**config.mk**
```make
export PLATFORM = sky130hd
export DESIGN_NAME = ultrasonic_ranger
export DESIGN_NICKNAME = d
export VERILOG_FILES = /design/src/rtl/ultrasonic_pkg.sv /design/src/rtl/sync_2ff.sv /design/src/rtl/ultrasonic_ranger.sv
export SDC_FILE = /design/constraint.sdc
export NUM_CORES = 1
export LEC_CHECK = 0
export BUFFER_PORTS_ARGS = -buffer_cell sky130_fd_sc_hd__buf_2
export CAP_MARGIN = 25
export CORE_ASPECT_RATIO = 1.4
export CORE_MARGIN = 1
export CORE_UTILIZATION = 40
export DETAILED_ROUTE_END_ITERATION = 8
export GPL_TIMING_DRIVEN = 0
export HOLD_SLACK_MARGIN = 0.08
export PLACE_DENSITY = 0.52
export SLEW_MARGIN = 0
export SYNTH_ARGS = -nofsm -noshare
export SYNTH_HDL_FRONTEND = slang
export SYNTH_HIERARCHICAL = 1
export SYNTH_SLANG_ARGS = --single-unit
```
**constraint.sdc**
```tcl
create_clock -name clk -period 7.8 [get_ports clk]
set_input_delay 1.56 -clock clk [delete_from_list [all_inputs] [get_ports clk]]
set_output_delay 1.56 -clock clk [all_outputs]
set_load 0.01 [all_outputs]
```
**src/rtl/ultrasonic_pkg.sv**
```systemverilog
// ============================================================================
// Module : ultrasonic_pkg
// Brief  : Shared FSM state type, 50 MHz default timing and width helper for
//          the ultrasonic ranger.
// Rev    : 1.0  initial release
// ============================================================================
`default_nettype none

package ultrasonic_pkg;

    typedef enum logic [2:0] {
        ST_IDLE      = 3'd0,
        ST_TRIG      = 3'd1,
        ST_WAIT_RISE = 3'd2,
        ST_MEASURE   = 3'd3,
        ST_HOLDOFF   = 3'd4
    } state_t;

    localparam int c_def_n_ch           = 2;
    localparam int c_def_trig_cycles    = 500;        // 10 us
    localparam int c_def_period_cycles  = 3_000_000;  // 60 ms
    localparam int c_def_timeout_cycles = 1_500_000;  // 30 ms
    localparam int c_def_cm_div         = 2900;
    localparam int c_def_dist_w         = 9;

    // Bits needed to hold 0..n-1, never less than one.
    function automatic int width_of(input int n);
        return (n > 1) ? $clog2(n) : 1;
    endfunction

endpackage

`default_nettype wire

```
**src/rtl/sync_2ff.sv**
```systemverilog
// ============================================================================
// Module : sync_2ff
// Brief  : Two-flop synchroniser for a bus of independent asynchronous bits.
// Rev    : 1.0  initial release
// ============================================================================
`default_nettype none

module sync_2ff #(
    parameter int WIDTH = 1
) (
    input  logic             clk,
    input  logic             rst,
    input  logic [WIDTH-1:0] d,
    output logic [WIDTH-1:0] q
);

    logic [WIDTH-1:0] meta_q;
    logic [WIDTH-1:0] sync_q;

    always_ff @(posedge clk or posedge rst) begin
        if (rst) begin
            meta_q <= '0;
            sync_q <= '0;
        end else begin
            meta_q <= d;
            sync_q <= meta_q;
        end
    end

    assign q = sync_q;

endmodule

`default_nettype wire

```
**src/rtl/ultrasonic_ranger.sv**
```systemverilog
// ============================================================================
// Module : ultrasonic_ranger
// Brief  : Round-robin trigger/echo ranger for HC-SR04 style sensors; one FSM
//          and one counter set shared by all channels.
// Rev    : 1.0  initial release
// ============================================================================
`default_nettype none

module ultrasonic_ranger
    import ultrasonic_pkg::*;
#(
    parameter int N_CH           = c_def_n_ch,
    parameter int TRIG_CYCLES    = c_def_trig_cycles,
    parameter int PERIOD_CYCLES  = c_def_period_cycles,
    parameter int TIMEOUT_CYCLES = c_def_timeout_cycles,
    parameter int CM_DIV         = c_def_cm_div,
    parameter int DIST_W         = c_def_dist_w
) (
    input  logic                        clk,
    input  logic                        rst,
    input  logic                        enable,
    input  logic [N_CH-1:0]             echo,
    output logic [N_CH-1:0]             trigger,
    output logic [DIST_W-1:0]           dist_cm,
    output logic [width_of(N_CH)-1:0]   dist_ch,
    output logic                        dist_valid,
    output logic                        timeout
);

    localparam int c_chw  = width_of(N_CH);
    localparam int c_tcw  = width_of(TRIG_CYCLES);
    localparam int c_pw   = width_of(PERIOD_CYCLES);
    localparam int c_tw   = width_of(TIMEOUT_CYCLES);
    localparam int c_sw   = width_of(CM_DIV);

    localparam logic [c_chw-1:0]  c_ch_last     = c_chw'(N_CH - 1);
    localparam logic [c_tcw-1:0]  c_trig_last   = c_tcw'(TRIG_CYCLES - 1);
    localparam logic [c_pw-1:0]   c_period_last = c_pw'(PERIOD_CYCLES - 1);
    localparam logic [c_tw-1:0]   c_to_last     = c_tw'(TIMEOUT_CYCLES - 1);
    localparam logic [c_tw-1:0]   c_to_first    = c_tw'((TIMEOUT_CYCLES > 1) ? 1 : 0);
    localparam logic [c_sw-1:0]   c_sub_last    = c_sw'(CM_DIV - 1);
    localparam logic [DIST_W-1:0] c_cm_max      = {DIST_W{1'b1}};

    state_t             state_q,      state_d;
    logic [c_chw-1:0]   ch_q,         ch_d;
    logic [c_tcw-1:0]   trig_cnt_q,   trig_cnt_d;
    logic [c_pw-1:0]    period_cnt_q, period_cnt_d;
    logic [c_tw-1:0]    wait_cnt_q,   wait_cnt_d;
    logic [c_sw-1:0]    sub_cnt_q,    sub_cnt_d;
    logic [DIST_W-1:0]  cm_cnt_q,     cm_cnt_d;
    logic [N_CH-1:0]    trigger_q,    trigger_d;
    logic [DIST_W-1:0]  dist_cm_q,    dist_cm_d;
    logic [c_chw-1:0]   dist_ch_q,    dist_ch_d;
    logic               dist_valid_q, dist_valid_d;
    logic               timeout_q,    timeout_d;

    logic [N_CH-1:0]    w_echo_s;
    logic               w_echo;
    logic [c_sw-1:0]    w_sub_base,   w_sub_next;
    logic [DIST_W-1:0]  w_cm_base,    w_cm_next;
    logic               w_done;
    logic               w_fail;

    sync_2ff #(
        .WIDTH (N_CH)
    ) u_echo_sync (
        .clk (clk),
        .rst (rst),
        .d   (echo),
        .q   (w_echo_s)
    );

    assign w_echo = w_echo_s[ch_q];

    // The rise cycle is itself one cycle of echo-high time, so it counts from zero.
    always_comb begin
        w_sub_base = (state_q == ST_MEASURE) ? sub_cnt_q : '0;
        w_cm_base  = (state_q == ST_MEASURE) ? cm_cnt_q  : '0;
        if (w_sub_base == c_sub_last) begin
            w_sub_next = '0;
            w_cm_next  = (w_cm_base == c_cm_max) ? w_cm_base : w_cm_base + 1'b1;
        end else begin
            w_sub_next = w_sub_base + 1'b1;
            w_cm_next  = w_cm_base;
        end
    end

    always_comb begin
        state_d      = state_q;
        ch_d         = ch_q;
        trig_cnt_d   = trig_cnt_q;
        period_cnt_d = (period_cnt_q == c_period_last) ? period_cnt_q : period_cnt_q + 1'b1;
        wait_cnt_d   = wait_cnt_q;
        sub_cnt_d    = sub_cnt_q;
        cm_cnt_d     = cm_cnt_q;
        dist_cm_d    = dist_cm_q;
        dist_ch_d    = dist_ch_q;
        timeout_d    = timeout_q;
        dist_valid_d = 1'b0;
        w_done       = 1'b0;
        w_fail       = 1'b0;

        case (state_q)
            ST_IDLE: begin
                period_cnt_d = '0;
                if (enable) begin
                    state_d    = ST_TRIG;
                    trig_cnt_d = '0;
                end
            end
            ST_TRIG: begin
                if (trig_cnt_q == c_trig_last) begin
                    state_d    = ST_WAIT_RISE;
                    trig_cnt_d = '0;
                    wait_cnt_d = '0;
                end else begin
                    trig_cnt_d = trig_cnt_q + 1'b1;
                end
            end
            ST_WAIT_RISE: begin
                if (w_echo) begin
                    state_d    = ST_MEASURE;
                    wait_cnt_d = c_to_first;
                    sub_cnt_d  = w_sub_next;
                    cm_cnt_d   = w_cm_next;
                end else if (wait_cnt_q == c_to_last) begin
                    w_done = 1'b1;
                    w_fail = 1'b1;
                end else begin
                    wait_cnt_d = wait_cnt_q + 1'b1;
                end
            end
            ST_MEASURE: begin
                if (!w_echo) begin
                    w_done = 1'b1;
                end else if (wait_cnt_q == c_to_last) begin
                    w_done = 1'b1;
                    w_fail = 1'b1;
                end else begin
                    wait_cnt_d = wait_cnt_q + 1'b1;
                    sub_cnt_d  = w_sub_next;
                    cm_cnt_d   = w_cm_next;
                end
            end
            ST_HOLDOFF: begin
                // period_cnt saturates, so a long measurement leaves after one cycle
                if (period_cnt_q == c_period_last) begin
                    ch_d         = (ch_q == c_ch_last) ? '0 : ch_q + 1'b1;
                    state_d      = enable ? ST_TRIG : ST_IDLE;
                    period_cnt_d = '0;
                end
            end
            default: state_d = ST_IDLE;
        endcase

        if (w_done) begin
            state_d      = ST_HOLDOFF;
            dist_valid_d = 1'b1;
            dist_ch_d    = ch_q;
            timeout_d    = w_fail;
            dist_cm_d    = w_fail ? c_cm_max : cm_cnt_q;
            wait_cnt_d   = '0;
            sub_cnt_d    = '0;
            cm_cnt_d     = '0;
        end

        trigger_d = (state_q == ST_TRIG) ? (N_CH'(1) << ch_q) : '0;
    end

    always_ff @(posedge clk or posedge rst) begin
        if (rst) begin
            state_q      <= ST_IDLE;
            ch_q         <= '0;
            trig_cnt_q   <= '0;
            period_cnt_q <= '0;
            wait_cnt_q   <= '0;
            sub_cnt_q    <= '0;
            cm_cnt_q     <= '0;
            trigger_q    <= '0;
            dist_cm_q    <= '0;
            dist_ch_q    <= '0;
            dist_valid_q <= 1'b0;
            timeout_q    <= 1'b0;
        end else begin
            state_q      <= state_d;
            ch_q         <= ch_d;
            trig_cnt_q   <= trig_cnt_d;
            period_cnt_q <= period_cnt_d;
            wait_cnt_q   <= wait_cnt_d;
            sub_cnt_q    <= sub_cnt_d;
            cm_cnt_q     <= cm_cnt_d;
            trigger_q    <= trigger_d;
            dist_cm_q    <= dist_cm_d;
            dist_ch_q    <= dist_ch_d;
            dist_valid_q <= dist_valid_d;
            timeout_q    <= timeout_d;
        end
    end

    assign trigger    = trigger_q;
    assign dist_cm    = dist_cm_q;
    assign dist_ch    = dist_ch_q;
    assign dist_valid = dist_valid_q;
    assign timeout    = timeout_q;

endmodule

`default_nettype wire

```
# == After elaboration in Yosys (flattened, before gate mapping) ==
# Cells that the tools add are included.
# op_classes
n_mux,46
n_reduce_logical,9
eq_ne,17
shifts,1
div,0
add_sub_neg,6
bitwise_logic,0
mul,0
order_cmp,1
# ops
operator,n
2-to-1 mux 21 bit,5
2-to-1 mux 9 bit,10
2-to-1 mux 12 bit,6
case mux 21 bit (3 select lines),1
2-to-1 mux 22 bit,2
case mux 22 bit (2 select lines),1
case mux 9 bit (2 select lines),2
case mux 12 bit (2 select lines),1
adder 22 x 1 -> 22 bit (second input constant),1
== test 22 bit (second input constant),1
adder 21 x 1 -> 21 bit (second input constant),1
== test 21 bit (second input constant),1
adder 9 x 1 -> 9 bit (second input constant),2
== test 9 bit (second input constant),2
inequality test 3 bit (second input constant),6
2-to-1 mux 3 bit,5
case mux 3 bit (5 select lines),1
adder 12 x 1 -> 12 bit (second input constant),1
== test 12 bit (second input constant),1
2-to-1 mux 1 bit,9
== test 3 x 2 -> 1 bit (second input constant),2
AND reduction 5 bit,1
inequality test 2 bit (second input constant),2
case mux 1 bit (2 select lines),2
13 further kinds,14
# word_totals
mem_bits_rw,0
mem_bits_ro,0
memories,0
latch_bits,0
wordCells,94
ff_bits,95
input_bits,5
out_inout_bits,14

# == Logic depth before layout (Yosys ltp) ==
# Gate-level depths: netlist of run 1.
# depth
word_depth,9
mapped_depth,11
ltp_nobuf,8

# == By module ==
# The synthesis of run 1 kept the hierarchy.
# by_module_without_submodules
module,cells_per_inst,n_inst,area_per_inst_um2,seq_area_each_um2
ultrasonic_ranger,541,1,5054.8,2277.2
sync_2ff,5,1,103.8,100.1

# == Least setup slack after synthesis of run 1 ==
# No wires, ideal clock.
# synth_path
path_kind,register -> register
start,reg state_q[2]
end,reg cm_cnt_q[2]
path_slack_ns,5.082
arrival_time_ns,2.597
setup_ns,0.121
period_less_slack_ns,2.718
stages_incl_launch_ff,12
path_buffers,3
t_required_ns,7.679
cell_sequence,dfrtp_1 -> clkbuf_1 -> and3b_1 -> buf_2 -> and2_1 -> ha_1 -> nor4bb_1 -> and4_1 -> clkbuf_1 -> nand3_1 -> xor2_1 -> a22o_1
# synth_between
elab_chain_cells,9
word_cells_on_any_way,20
cone_classes,1 x add/sub; 7 x eq/ne; 10 x mux; 2 x reduce/logical
# synth_rtl
item,line_no,text
from (decl),ultrasonic_ranger.sv:44,"state_t state_q, state_d;"
from (signal assigned),ultrasonic_ranger.sv:185,state_q <= state_d;
== test 3 x 2 -> 1 bit,"ultrasonic_ranger.sv:77, ultrasonic_ranger.sv:78, ultrasonic_ranger.sv:103",
2-to-1 mux 9 bit,ultrasonic_ranger.sv:78,w_cm_base = (state_q == ST_MEASURE) ? cm_cnt_q : '0;
adder 9 x 1 -> 9 bit / == test 9 bit (equally long branches),ultrasonic_ranger.sv:81,w_cm_next = (w_cm_base == c_cm_max) ? w_cm_base : w_cm_base + 1'b1;
2-to-1 mux 9 bit,ultrasonic_ranger.sv:81,
2-to-1 mux 9 bit,ultrasonic_ranger.sv:79,if (w_sub_base == c_sub_last) begin
2-to-1 mux 9 bit,ultrasonic_ranger.sv:136,end else if (wait_cnt_q == c_to_last) begin
2-to-1 mux 9 bit,ultrasonic_ranger.sv:134,if (!w_echo) begin
case mux 9 bit (2 select lines),ultrasonic_ranger.sv:103,case (state_q)
2-to-1 mux 9 bit,ultrasonic_ranger.sv:156,if (w_done) begin
to (signal assigned),ultrasonic_ranger.sv:191,cm_cnt_q <= cm_cnt_d;
to (decl),ultrasonic_ranger.sv:50,"logic [DIST_W-1:0] cm_cnt_q, cm_cnt_d;"
# Parallel ways exist; a longest one is shown, timed or not. The select of a mux whose other input is x is not followed.
# A chain may end at the register's enable or synchronous reset.

# == Worst setup path in the final report of run 1 ==
# layout_path
start,reg state_q[2]
end,reg cm_cnt_q[4]
# Same word-level chain as after synthesis.

==> out/results.txt, run 1 <==
Count of input and output buffers: 18
CP max FO: 10
Hold Fails Final Rpt: 0
DIE WIDTH: 98.0 um
Max-cap check violation count: 0
Rows: 48
Unrepaired setup endpoints after global routing: false
Share of synthesized area occupied by flip-flops and latches: 46.1%
Tightest slew margin relative to the limit: 52.7%
Post-Syn Instances: 546
Via count of the first global-routing pass: 4351
Portion of total power attributed to combinational logic: 14.1%
Crit path required time: 8010 ps
Depth of the most critical reg-to-reg path: 11
Maximum level of the CTS H-tree: 3
Antenna Cells: 0
Die area: 13400 um2
Pwr dens: 195 nW/um2
Worst min-delay path class: flop to flop
Cts repair resizes: 0
Main combinational cell family by area after synthesis: simple AND/OR/NAND/NOR gates
R2R Path End: cm_cnt_q[4]
Net load switching power: 314 uW
Fraction of synthesized cell area in xor and xnor cells: 4.92%
Number of top-level pins: 19
Grt ovf: 0
Basic-gate share of the synthesized area counting and, or, nand and nor cells: 26.3%
Ys flop type: sky130_fd_sc_hd__dfrtp_1
Per-cell routed wire length: 17.4 um
Number of enable flip-flop cells after synthesis: 0
Category of the most critical setup path: flop to flop
CP Launch Point: state_q[2]
Clock latency of the later-clocked register in the worst-skew pair: 340 ps
Cell variety after synth: 67
TritonCTS Sinks: 95
Placed Cells: 715
Clock Root Buffer: sky130_fd_sc_hd__clkbuf_16
Total global-route track usage: 20.4%
Summed instance area of the synthesized netlist: 5160 um2
CTS tree: built
Final Hold Slack: 350 ps
Setup slack on the worst flop-to-flop path: 4420 ps
Fmax achieved: 0.296 GHz
Detailed Route Iter0 Violations: 272
Switching power share of the total: 28.1%
Gpl congestion: 0.870
Post-synthesis net count: 557
Chip height: 136 um
Number of hold buffers added after cts: 0
Share of total power in the clock network: 38.2%
Cell leakage power: 0.00234 uW
Maximum buffer depth of the clock tree: 2
Remaining DRCs: 2
Multiplexer fraction of the synthesized cell area: 2.01%
P_int: 806 uW
Worst-margin pin slew: 708 ps
Launch point of the worst reg-to-reg path: state_q[2]
CP Capture Point: cm_cnt_q[4]
Crit. End Element: flop
Max-slew violation total from the final report: 0
Share of the synthesized area in compound gates (AO/OA/AOI/OAI): 15.9%
Clk pin slew, worst setup/hold paths: 70 ps
Net count, final: 587
Number of register bits inferred by synthesis: 95
Critical Path Start Type: flop
Worst Hold Launch: u_echo_sync/meta_q[0]
Core Footprint: 12400 um2
Total half-perimeter wirelength after legalization and detailed placement: 9.00 mm
Synthesis-to-finish area growth: 11.5%
Shortest clock period the worst path allows after layout: 3380 ps
Post-route fraction of the period consumed by the critical path: 43.4%
Fraction of the mapped netlist area in adder cells: 1.46%
Via/cell ratio: 5.92
Warnings from Yosys: 6
Ys async rst share: 100%
Layout cells sized above 1: 10.3%
Fin Setup TNS: 0 ps
Filler cell count in the final layout: 1207
Sequential fraction of design power: 47.7%
Non-filler cells in the finished layout: 731
Post-DRT Antenna Nets: 0
Wire length of the first global-routing pass: 21.4 mm
Endpoint arrival time on the critical path: 3590 ps
Number of antenna violations at the first check in global routing: 0
Total length of routed wires: 12.7 mm
Final Setup Violations: 0
TritonCTS Buffers: 9
Final clock skew: 10.0 ps
Run status: finished with violations
1st-pass router iterations: 7
Maximum number of pins on one net before global-route repair: 69
Total number of vias: 4324
Worst vdd ir: 0.0997 mV
Average cell area after synthesis: 9.45 um2
Post CTS Setup Buffer Count: 0
Violated checks: design-rule violations
Initial cell density of the core: 41.5%
-- through the flow --
stage	setup WS, ps	total power (uW)	utilization, %	cell area (um2)
after detailed placement	4480	705	44.0	5470
after floorplan	3880	654	-	5160
final	4420	1120	46.3	5750
after global placement	2580	698	43.7	5440
after CTS	4450	1130	46.3	5750
after global routing	4160	1170	46.3	5750
-- cells in the final DEF (no fill, tap or decap), types with 3 or more instances in the layout --
master and count:
sky130_fd_sc_hd__xnor2_1 27, sky130_fd_sc_hd__nor4b_1 4, sky130_fd_sc_hd__a31oi_1 11, sky130_fd_sc_hd__and3_1 16, sky130_fd_sc_hd__o22a_1 9, sky130_fd_sc_hd__or3_1 12
sky130_fd_sc_hd__o31ai_1 8, sky130_fd_sc_hd__a21oi_1 25, sky130_fd_sc_hd__and4_1 4, sky130_fd_sc_hd__nor4_1 6, sky130_fd_sc_hd__a211oi_1 5, sky130_fd_sc_hd__nor3_1 15
sky130_fd_sc_hd__o21ai_0 20, sky130_fd_sc_hd__or4_1 12, sky130_fd_sc_hd__a22o_1 3, sky130_fd_sc_hd__clkbuf_1 12, sky130_fd_sc_hd__o2bb2ai_1 7, sky130_fd_sc_hd__nor2_1 56
sky130_fd_sc_hd__dfrtp_1 95, sky130_fd_sc_hd__nand2b_1 5, sky130_fd_sc_hd__ha_1 6, sky130_fd_sc_hd__nand3_1 32, sky130_fd_sc_hd__mux2i_1 7, sky130_fd_sc_hd__clkbuf_16 9
sky130_fd_sc_hd__inv_1 12, sky130_fd_sc_hd__nand3b_1 3, sky130_fd_sc_hd__buf_2 28, sky130_fd_sc_hd__nand2_1 44, sky130_fd_sc_hd__o21ai_1 8, sky130_fd_sc_hd__nand4_1 12
sky130_fd_sc_hd__a32o_1 4, sky130_fd_sc_hd__and2_1 11, sky130_fd_sc_hd__nor4bb_1 3
-- worst max-delay path, cell delays in order (launching register included) --
cell and delay [ps]:
sky130_fd_sc_hd__dfrtp_1 420, sky130_fd_sc_hd__clkbuf_1 240, sky130_fd_sc_hd__and3b_1 330, sky130_fd_sc_hd__buf_2 250, sky130_fd_sc_hd__and2_1 190, sky130_fd_sc_hd__ha_1 260
sky130_fd_sc_hd__nor4bb_1 360, sky130_fd_sc_hd__and4_1 280, sky130_fd_sc_hd__clkbuf_1 380, sky130_fd_sc_hd__o211ai_1 170, sky130_fd_sc_hd__a211oi_1 280, sky130_fd_sc_hd__mux2i_1 110
-- power groups by stage --
stage / sequential [uW] / combinational (uW) / clock (uW)
after floorplan: 540 / 115 / 0
after global placement: 543 / 155 / 0
after detailed placement: 544 / 161 / 0
after CTS: 534 / 162 / 438
after global routing: 537 / 179 / 456
final: 534 / 158 / 428
-- area by class of cell --
type	count	area (um2)	area share (%)
plain buffers	24	118	2.04
clock buffers	12	256	4.46
clock inverters	4	28.8	0.500
inverters	14	55.1	0.957
multi-input cells	413	2610	45.4
flip-flops and latches	95	2380	41.3
well taps	150	188	3.26
repair buffers	19	118	2.04
-- sequential cells by signal (all words and copies together), names as in the netlist --
register and flops:
u_echo_sync/q 2, sub_cnt_q 12, period_cnt_q 22, trig_cnt_q 9
dist_valid 1, trigger 2, timeout 1, dist_ch 1
cm_cnt_q 9, dist_cm 9, ch_q 1, u_echo_sync/meta_q 2
wait_cnt_q 21, state_q 3
-- worst min path at each step --
| stage | endpoint | slack (ps) | cells past startpoint |
|---|---|---|---|
| final | u_echo_sync/q[0] | 350 | 0 |
| after global routing | u_echo_sync/q[1] | 370 | 0 |
| after CTS | u_echo_sync/q[1] | 360 | 0 |
| after detailed placement | u_echo_sync/q[0] | 340 | 0 |
| after global placement | u_echo_sync/q[1] | 340 | 0 |
| after floorplan | u_echo_sync/q[0] | 330 | 0 |
-- per-layer routing --
| metal | track usage (%) | up-vias | routed length [um] |
|---|---|---|---|
| met4 | 8.08 | 0 | 249 |
| met3 | 2.42 | 16 | 410 |
| met1 | 24.7 | 2148 | 5630 |
| met2 | 36.7 | 96 | 6430 |
| li1 | - | 2064 | - |
| met5 | 0 | - | 0 |
-- synth_stat cells (5+ instances only) --
cell type                   number  share of area, %
sky130_fd_sc_hd__inv_1          13              0.95
sky130_fd_sc_hd__o22a_1          9               1.5
sky130_fd_sc_hd__ha_1            6               1.5
sky130_fd_sc_hd__o2bb2ai_1       7               1.2
sky130_fd_sc_hd__nand4_1        12               1.5
sky130_fd_sc_hd__buf_2          10              0.97
sky130_fd_sc_hd__o31ai_1         8               1.2
sky130_fd_sc_hd__or3_1          12               1.5
sky130_fd_sc_hd__nand2b_1        5              0.61
sky130_fd_sc_hd__nor4_1          6              0.73
sky130_fd_sc_hd__and2_1         11               1.3
sky130_fd_sc_hd__nor3_1         15               1.5
sky130_fd_sc_hd__o21ai_1         8              0.78
sky130_fd_sc_hd__mux2i_1         7               1.4
sky130_fd_sc_hd__a211oi_1        5              0.73
sky130_fd_sc_hd__xnor2_1        27               4.6
sky130_fd_sc_hd__nand2_1        44               3.2
sky130_fd_sc_hd__nand3_1        32               3.1
sky130_fd_sc_hd__o21ai_0        20               1.9
sky130_fd_sc_hd__nor2_1         56               4.1
sky130_fd_sc_hd__a21oi_1        25               2.4
sky130_fd_sc_hd__dfrtp_1        95                46
sky130_fd_sc_hd__or4_1          12               1.7
sky130_fd_sc_hd__a31oi_1        11               1.3
sky130_fd_sc_hd__clkbuf_1       11              0.80
sky130_fd_sc_hd__and3_1         16               1.9
-- logic make-up after synthesis --
group                    after synthesis
AND/OR/NAND/NOR                      250
AO/OA/AOI/OAI                        119
flip-flops                            95
buffers and inverters                 38
XOR/XNOR                              29
multiplexers                           9
adder cells (fa/ha/maj)                6
(Power assumes the default switching activity.)
==> run 2, diff against run 1 <==
==> constraint.sdc (replaced) <==
create_clock -name clk -period 3.24 [get_ports clk]
set_input_delay 0.648 -clock clk [delete_from_list [all_inputs] [get_ports clk]]
set_output_delay 0.648 -clock clk [all_outputs]
set_load 0.01 [all_outputs]
==> run 2 against run 1 <==
The flow still finishes with violations (design-rule violations); clock-buffer cell count did not move; combinational power rose by 140%; global-route usage barely moved; clock skew barely moved; total power rose by 140%; final area rose by 0.35%; sequential share of layout area fell by 0.14 points; hold slack got worse by 150 ps; largest power group unchanged.
==> out/results.txt, run 2 (same netlist as run 1, synthesis figures left out) <==
Hold Fails Final Rpt: 0 (unchanged)
Sequential fraction of design power: 47.8% (was 47.7%)
Wire length of the first global-routing pass: 21.4 mm (about the same)
Total half-perimeter wirelength after legalization and detailed placement: 9.00 mm (unchanged)
Tightest slew margin relative to the limit: 53.0% (was 52.7%)
Gpl congestion: 0.870 (unchanged)
Chip height: 136 um (unchanged)
Filler cell count in the final layout: 1204 (was 1207)
Register area: 2380 um2 (unchanged)
Maximum buffer depth of the clock tree: 2 (unchanged)
Clock Root Buffer: sky130_fd_sc_hd__clkbuf_16 (unchanged)
Endpoint arrival time on the critical path: 3230 ps (was 3590 ps)
CTS tree: built (unchanged)
Clock latency of the later-clocked register in the worst-skew pair: 340 ps (about the same)
Worst-margin pin slew: 702 ps (was 708 ps)
Die area: 13400 um2 (unchanged)
Portion of total power attributed to combinational logic: 14.1% (about the same)
Synthesis-to-finish area growth: 11.9% (was 11.5%)
Post-route fraction of the period consumed by the critical path: 93.4% (was 43.4%)
Initial cell density of the core: 41.5% (unchanged)
Final Hold Slack: 200 ps (was 350 ps)
Leading cell type in the layout, fill and taps excluded: sky130_fd_sc_hd__dfrtp_1 (unchanged)
Per-cell routed wire length: 17.3 um (was 17.4 um)
1st-pass router iterations: 6 (was 7)
Largest regs: period_cnt_q (22), wait_cnt_q (21), sub_cnt_q (12) (unchanged)
Final clock skew: 10.2 ps (was 10.0 ps)
Final Setup Violations: 0 (unchanged)
TritonCTS Sinks: 95 (unchanged)
Number of antenna violations at the first check in global routing: 0 (unchanged)
Pwr dens: 466 nW/um2 (was 195 nW/um2)
Via count of the first global-routing pass: 4356 (was 4351)
Crit path required time: 3450 ps (was 8010 ps)
Final core utilization: 46.4% (was 46.3%)
Reg with most FFs: period_cnt_q (unchanged)
Number of flip-flops in the largest register: 22 (unchanged)
Launch point of the worst reg-to-reg path: state_q[2] (unchanged)
Remaining DRCs: 2 (unchanged)
Violated checks: design-rule violations (unchanged)
Cell leakage power: 0.00234 uW (about the same)
Number of top-level pins: 19 (unchanged)
P_int: 1940 uW (was 806 uW)
Total global-route track usage: 20.4% (about the same)
Net load switching power: 751 uW (was 314 uW)
Unrepaired setup endpoints after global routing: false (unchanged)
Total number of vias: 4281 (was 4324)
Depth of the most critical reg-to-reg path: 10 (was 11)
Via/cell ratio: 5.86 (was 5.92)
Critical Path Start Type: flop (unchanged)
Maximum number of pins on one net before global-route repair: 69 (unchanged)
Setup Slack @ Placement: -75.6 ps (was 4480 ps)
Rows: 48 (unchanged)
R2R Path End: cm_cnt_q[4] (unchanged)
Placed standard-cell area: 5470 um2 (unchanged)
Worst min-delay path class: primary input to asynchronous set/reset pin (was flop to flop)
Clk pin slew, worst setup/hold paths: 70 ps (about the same)
Grt ovf: 0 (unchanged)
Post-DRT Antenna Nets: 0 (unchanged)
Layout cells sized above 1: 11.0% (was 10.3%)
Share of total power in the clock network: 38.1% (was 38.2%)
Shortest clock period the worst path allows after layout: 3030 ps (was 3380 ps)
Switching power share of the total: 27.9% (was 28.1%)
Count of input and output buffers: 18 (unchanged)
DIE WIDTH: 98.0 um (unchanged)
Fmax achieved: 0.330 GHz (was 0.296 GHz)
Max-slew violation total from the final report: 0 (unchanged)
CP max FO: 15 (was 10)
Final instance area: 5770 um2 (was 5750 um2)
Max-cap check violation count: 0 (unchanged)
Crit. End Element: flop (unchanged)
TritonCTS Buffers: 9 (unchanged)
Core Footprint: 12400 um2 (unchanged)
Fin Setup TNS: 0 ps (unchanged)
Net count, final: 587 (unchanged)
Antenna Cells: 0 (unchanged)
Setup slack on the worst flop-to-flop path: 210 ps (was 4420 ps)
Worst vdd ir: 0.236 mV (was 0.0997 mV)
Final worst slack: 213 ps (was 4420 ps)
Multi-input gate area: 2620 um2 (was 2610 um2)
Most frequent cells in the layout: sky130_fd_sc_hd__dfrtp_1 (95), sky130_fd_sc_hd__nor2_1 (56), sky130_fd_sc_hd__nand2_1 (44) (unchanged)
Run status: finished with violations (unchanged)
Detailed Route Iter0 Violations: 250 (was 272)
Category of the most critical setup path: flop to flop (unchanged)
Total length of routed wires: 12.6 mm (was 12.7 mm)
Maximum level of the CTS H-tree: 3 (unchanged)
run 2: area by class of cell:
type | instances | area share [%]
multi-input cells | 413 | 45.4
flip-flops and latches | 95 | 41.2
clock buffers | 12 | 4.44
well taps | 150 | 3.25
repair buffers | 20 | 2.17
plain buffers | 23 | 2.08
inverters | 14 | 0.954
clock inverters | 4 | 0.499
run 2: stage by stage:
stage               total power (uW)  instances
global route                    2820        731
detailed placement              1700        715
CTS                             2730        731
floorplan                       1570        546
finish                          2690        731
global placement                1680        714
run 2: repair_timing:
action,CTS,global route
gates resized for setup,2,4
setup endpoints to repair,8,10
pin swaps,0,1
hold buffers,0,0
setup buffers,0,1
run 2: worst max path at each step:
stage	start	endpoint	slack, ps	depth (start not counted)
CTS	state_q[2]	cm_cnt_q[6]	40	10
finish	state_q[2]	cm_cnt_q[4]	210	10
detailed placement	state_q[2]	cm_cnt_q[4]	-80	11
global placement	rst	dist_cm[2]	-1070	2
global route	state_q[1]	cm_cnt_q[4]	30	11
floorplan	rst	ch_q	230	1
run 2: routing by layer:
| layer | wire [um] | vias to the layer above | GRT usage [%] |
|---|---|---|---|
| li1 | - | 2072 | - |
| met1 | 5710 | 2143 | 24.8 |
| met2 | 6470 | 50 | 36.7 |
| met3 | 240 | 16 | 2.42 |
| met4 | 225 | 0 | 8.08 |
| met5 | 0 | - | 0 |
run 2: power groups by stage:
| stage | combinational [uW] | sequential, uW | clock [uW] |
|---|---|---|---|
| floorplan | 276 | 1300 | 0 |
| global placement | 373 | 1310 | 0 |
| detailed placement | 387 | 1310 | 0 |
| CTS | 389 | 1290 | 1060 |
| finish | 380 | 1290 | 1020 |
| global route | 432 | 1290 | 1100 |
run 2: worst max-delay path, cell delays in order, from the launching register on:
cell and delay (ps):
sky130_fd_sc_hd__dfrtp_1 540, sky130_fd_sc_hd__and3b_1 350, sky130_fd_sc_hd__clkbuf_4 230, sky130_fd_sc_hd__and2_1 170, sky130_fd_sc_hd__ha_1 250, sky130_fd_sc_hd__nor4bb_1 350, sky130_fd_sc_hd__and4_1 280, sky130_fd_sc_hd__clkbuf_4 220
sky130_fd_sc_hd__o211ai_1 110, sky130_fd_sc_hd__a211oi_1 270, sky130_fd_sc_hd__mux2i_1 110
